**src/rtl/sar_sample_fifo.sv**
```systemverilog
`default_nettype none
// ============================================================================
// Module      : sar_sample_fifo
// Description : Synchronous sample FIFO. Pushes are dropped when full, pops
//               are ignored when empty; a push and a pop in the same cycle
//               both take effect. Read data is the current head entry.
// Ports       : clk, rst (async, active-high)
//               i_push/i_data   - write request and data
//               i_pop           - read request (head advances)
//               o_data          - head entry
//               o_full/o_empty  - occupancy flags
// Revision    : 1.0 - initial release
// ============================================================================
module sar_sample_fifo #(
    parameter int DATA  = 8,
    parameter int DEPTH = 4
) (
    input  logic            clk,
    input  logic            rst,
    input  logic            i_push,
    input  logic [DATA-1:0] i_data,
    input  logic            i_pop,
    output logic [DATA-1:0] o_data,
    output logic            o_full,
    output logic            o_empty
);

    localparam int              c_AW   = $clog2(DEPTH);
    localparam logic [c_AW:0]   c_FULL = (c_AW+1)'(DEPTH);

    logic [DATA-1:0] r_mem [DEPTH];
    logic [c_AW-1:0] r_wr_ptr;
    logic [c_AW-1:0] r_rd_ptr;
    logic [c_AW:0]   r_count;

    logic w_push;
    logic w_pop;

    assign o_full  = (r_count == c_FULL);
    assign o_empty = (r_count == '0);
    assign w_push  = i_push & ~o_full;
    assign w_pop   = i_pop & ~o_empty;
    assign o_data  = r_mem[r_rd_ptr];

    // Storage has no reset; occupancy is tracked by the pointers and count.
    always_ff @(posedge clk) begin
        if (w_push) begin
            r_mem[r_wr_ptr] <= i_data;
        end
    end

    always_ff @(posedge clk or posedge rst) begin
        if (rst) begin
            r_wr_ptr <= '0;
            r_rd_ptr <= '0;
            r_count  <= '0;
        end else begin
            // DEPTH is a power of two, so the pointers wrap naturally.
            if (w_push) begin
                r_wr_ptr <= r_wr_ptr + c_AW'(1);
            end
            if (w_pop) begin
                r_rd_ptr <= r_rd_ptr + c_AW'(1);
            end
            case ({w_push, w_pop})
                2'b10:   r_count <= r_count + (c_AW+1)'(1);
                2'b01:   r_count <= r_count - (c_AW+1)'(1);
                default: r_count <= r_count;
            endcase
        end
    end

endmodule
`default_nettype wire

```
**config.mk**
```make
export PLATFORM = sky130hd
export DESIGN_NAME = sar_sample_fifo
export DESIGN_NICKNAME = d
export VERILOG_FILES = /design/src/rtl/sar_sample_fifo.sv
export SDC_FILE = /design/constraint.sdc
export NUM_CORES = 1
export LEC_CHECK = 0
export ABC_CLOCK_PERIOD_IN_PS = 2640
export CAP_MARGIN = 25
export CORE_ASPECT_RATIO = 2
export CORE_MARGIN = 10
export CORE_UTILIZATION = 47
export CTS_CLUSTER_SIZE = 30
export DETAILED_ROUTE_END_ITERATION = 7
export GPL_ROUTABILITY_DRIVEN = 0
export PLACE_DENSITY = 0.7
export SYNTH_ARGS = -nofsm -noshare
export SYNTH_HDL_FRONTEND = slang
export SYNTH_SLANG_ARGS = --single-unit
```
**constraint.sdc**
```tcl
create_clock -name clk -period 2.64 [get_ports clk]
set_clock_uncertainty 0.15 [all_clocks]
set_input_delay 0.792 -clock clk [delete_from_list [all_inputs] [get_ports clk]]
set_output_delay 0.792 -clock clk [all_outputs]
set_load 0.02 [all_outputs]
```
==> results_dict.tcl <==
set metrics [dict create \
    htreeDepth 2 \
    cts-buffers-inserted 5 \
    min_path_type "reg2reg" \
    cts_tree "done" \
    antenna_cells 0 \
    grt_usage_pct 9.81 \
    ys_warn_count 0 \
    dieArea_mm2 0.00627 \
    clk_path_buf_depth 2 \
    cp-startpoint "r_rd_ptr[0]$_DFFE_PP0P_" \
    critical_path_peak_fanout 6 \
    start_util_pct 49.4 \
    wirelength_um 2620 \
    cp.arrival_ps 1620 \
    dpl.cell_count 134 \
    synth_area_per_cell_um2 20.0 \
    power_density_mw_per_mm2 1100 \
    ctsHoldBuffers 0 \
    grt_max_degree 14 \
    core_area_mm2 0.00323 \
    drtIter0Drc 12 \
    startpoint_type "flip-flop" \
    rows 29 \
    crit_path_end "o_data[6]" \
    tightest_slew_ps 433 \
    cap_viol_max_count 0 \
    syn_area_mm2 0.00160 \
    grt_pass1_wl_um 4440 \
    ff2ff_setup_slack_ps 480 \
    hold_viol 0 \
    io_buffers 21 \
    maxSlewViolCount 0 \
    post_cts_buffers 0 \
    fmax_mhz 390 \
    timing.rr.end "r_count[2]$_DFFE_PP0P_" \
    vdd_drop_max_uv 741 \
    area.growth.synth_to_final_pct 22.2 \
    route.detailed.drc 0 \
    fin_cells 142 \
    fin_crit_sh_pct 97.1 \
    syn_nets 98 \
    grt_pass1_vias 887 \
    cts_num_sinks 39 \
    via_count 789 \
    ff2ff_path_depth 9 \
    holdWs_ps 389 \
    cp-end-kind "output port" \
    required_ps 1700 \
    drive_above_1_share_pct 27.9 \
    dpl.hpwl_um 1990 \
    fp.dieW_um 61.2 \
    io_pins 22 \
    syn_inst 80 \
    p_leak_nw 0.730 \
    cts_root_buf "clkbuf_8" \
    viasPerCell 5.56 \
    wl_per_cell_um 18.5 \
    clkTransAtPathRegs_ps 70 \
    fin_crit_ps 2560 \
    synth_cell_type_count 19 \
    worstSkewPairLatency_ps 280 \
    post-place-ws_ps -64.4 \
    antenna_left 0 \
    slew_headroom_pct 71.1 \
    worst_slack_ps 75.9 \
    first_pass_iters 4 \
    rsz0062_at_grt "no" \
    reg2reg_from "r_count[0]$_DFFE_PP0P_" \
    ys_seq_elements 39 \
    path_class "reg2out" \
    antenna_found_initial 0 \
    final_net_count 128 \
    chipHeight_um 102 \
    setup_viol 0 \
    yosysSeqAreaShare_pct 71.2 \
    outcome "finished, final reports clean" \
    overflow 0 \
]
==> cells in the final DEF (no fill, tap or decap) <==
master	n
nor2b_4	1
clkdlybuf4s15_1	4
nand2_1	1
nor2_1	1
fa_1	1
clkinv_2	1
clkdlybuf4s50_1	12
clkinvlp_4	2
mux4_2	8
mux2i_1	1
xnor2_1	3
clkbuf_8	5
inv_1	7
and2_2	4
edfxtp_1	32
dfrtp_1	7
mux2_4	1
clkbuf_2	3
xor2_1	3
nor3b_4	1
ha_1	5
o31a_2	1
nor3_1	1
dlygate4sd2_1	2
buf_4	3
buf_12	1
==> worst min path at each step <==
stage                           start                endpoint  slack [ps]  cells after the start
2_1_floorplan  r_count[2]$_DFFE_PP0P_  r_count[2]$_DFFE_PP0P_         340                      1
3_3_place_gp   r_count[2]$_DFFE_PP0P_  r_count[2]$_DFFE_PP0P_         360                      1
3_5_place_dp   r_count[2]$_DFFE_PP0P_  r_count[2]$_DFFE_PP0P_         380                      1
4_1_cts        r_count[2]$_DFFE_PP0P_  r_count[2]$_DFFE_PP0P_         390                      1
5_1_grt        r_count[2]$_DFFE_PP0P_  r_count[2]$_DFFE_PP0P_         420                      1
6_report       r_count[2]$_DFFE_PP0P_  r_count[2]$_DFFE_PP0P_         390                      1
==> kinds of logic after synthesis <==
kind of cell,share of synthesized area (%)
buf+inv,2.19
flops,71.2
mux,12.9
fa+ha+maj,5.17
compound gates,0.627
xor+xnor,3.29
simple gates,4.70
==> final cells by class <==
type / instances / area [um2]
fillers: 238 / 1280
clock buffers: 5 / 68.8
well taps: 31 / 38.8
clock inverters: 3 / 20.0
multi-input cells: 32 / 425
inverters: 7 / 26.3
repair buffers: 25 / 235
flip-flops and latches: 39 / 1140
==> worst max-delay path, cell delays in order (launching register included) <==
cell and delay [ps]:
dfrtp_1 390, buf_12 140, mux4_2 480, dlygate4sd2_1 330
==> sequential cells by signal, summed over array words and instances (netlist names) <==
signal	count
r_mem	32
r_count	3
r_wr_ptr	2
r_rd_ptr	2
==> cells in the mapped netlist, drive strengths merged <==
cell	number	area, um2
nand2	1	3.75
nor2	1	3.75
mux4	8	180
buf	1	5.00
mux2	1	15.0
ha	5	62.6
dfrtp	7	175
xor2	3	26.3
and2	4	30.0
inv	7	26.3
mux2i	1	10.0
nor2b	1	13.8
o31a	1	10.0
fa	1	20.0
xnor2	3	26.3
nor3b	1	18.8
clkbuf	1	3.75
edfxtp	32	961
nor3	1	5.00
==> metrics by stage <==
stage	power (mW)	instance area (um2)	utilization [%]	setup TNS (ps)
after floorplan	1.49	1600	-	0
after global placement	1.82	1880	58.2	0
after detailed placement	1.87	1880	58.2	-64.4
after CTS	2.19	1960	60.6	0
after global routing	2.29	1950	60.4	0
final	2.15	1950	60.4	0
==> power breakdown <==
group | total, mW | switching, mW | internal (mW)
clock | 0.379 | 0.196 | 0.183
combinational | 0.829 | 0.411 | 0.418
sequential | 0.944 | 0.110 | 0.834
total | 2.15 | 0.716 | 1.44
==> timing repair <==
| item | 4_1_cts | 5_1_grt |
|---|---|---|
| pin swaps | 0 | 0 |
| resized for setup | 9 | 10 |
| endpoints found under the setup margin | 9 | 7 |
==> per-layer routing <==
metal  vias up  GRT usage [%]  part of all wire (%)
met4         0           4.25                   1.6
met5         -              0                     0
met2        23           17.9                    58
li1        356              -                     -
met1       405           9.40                    36
met3         5           3.23                   4.9
No activity file was read; power rests on OpenSTA's default activity.
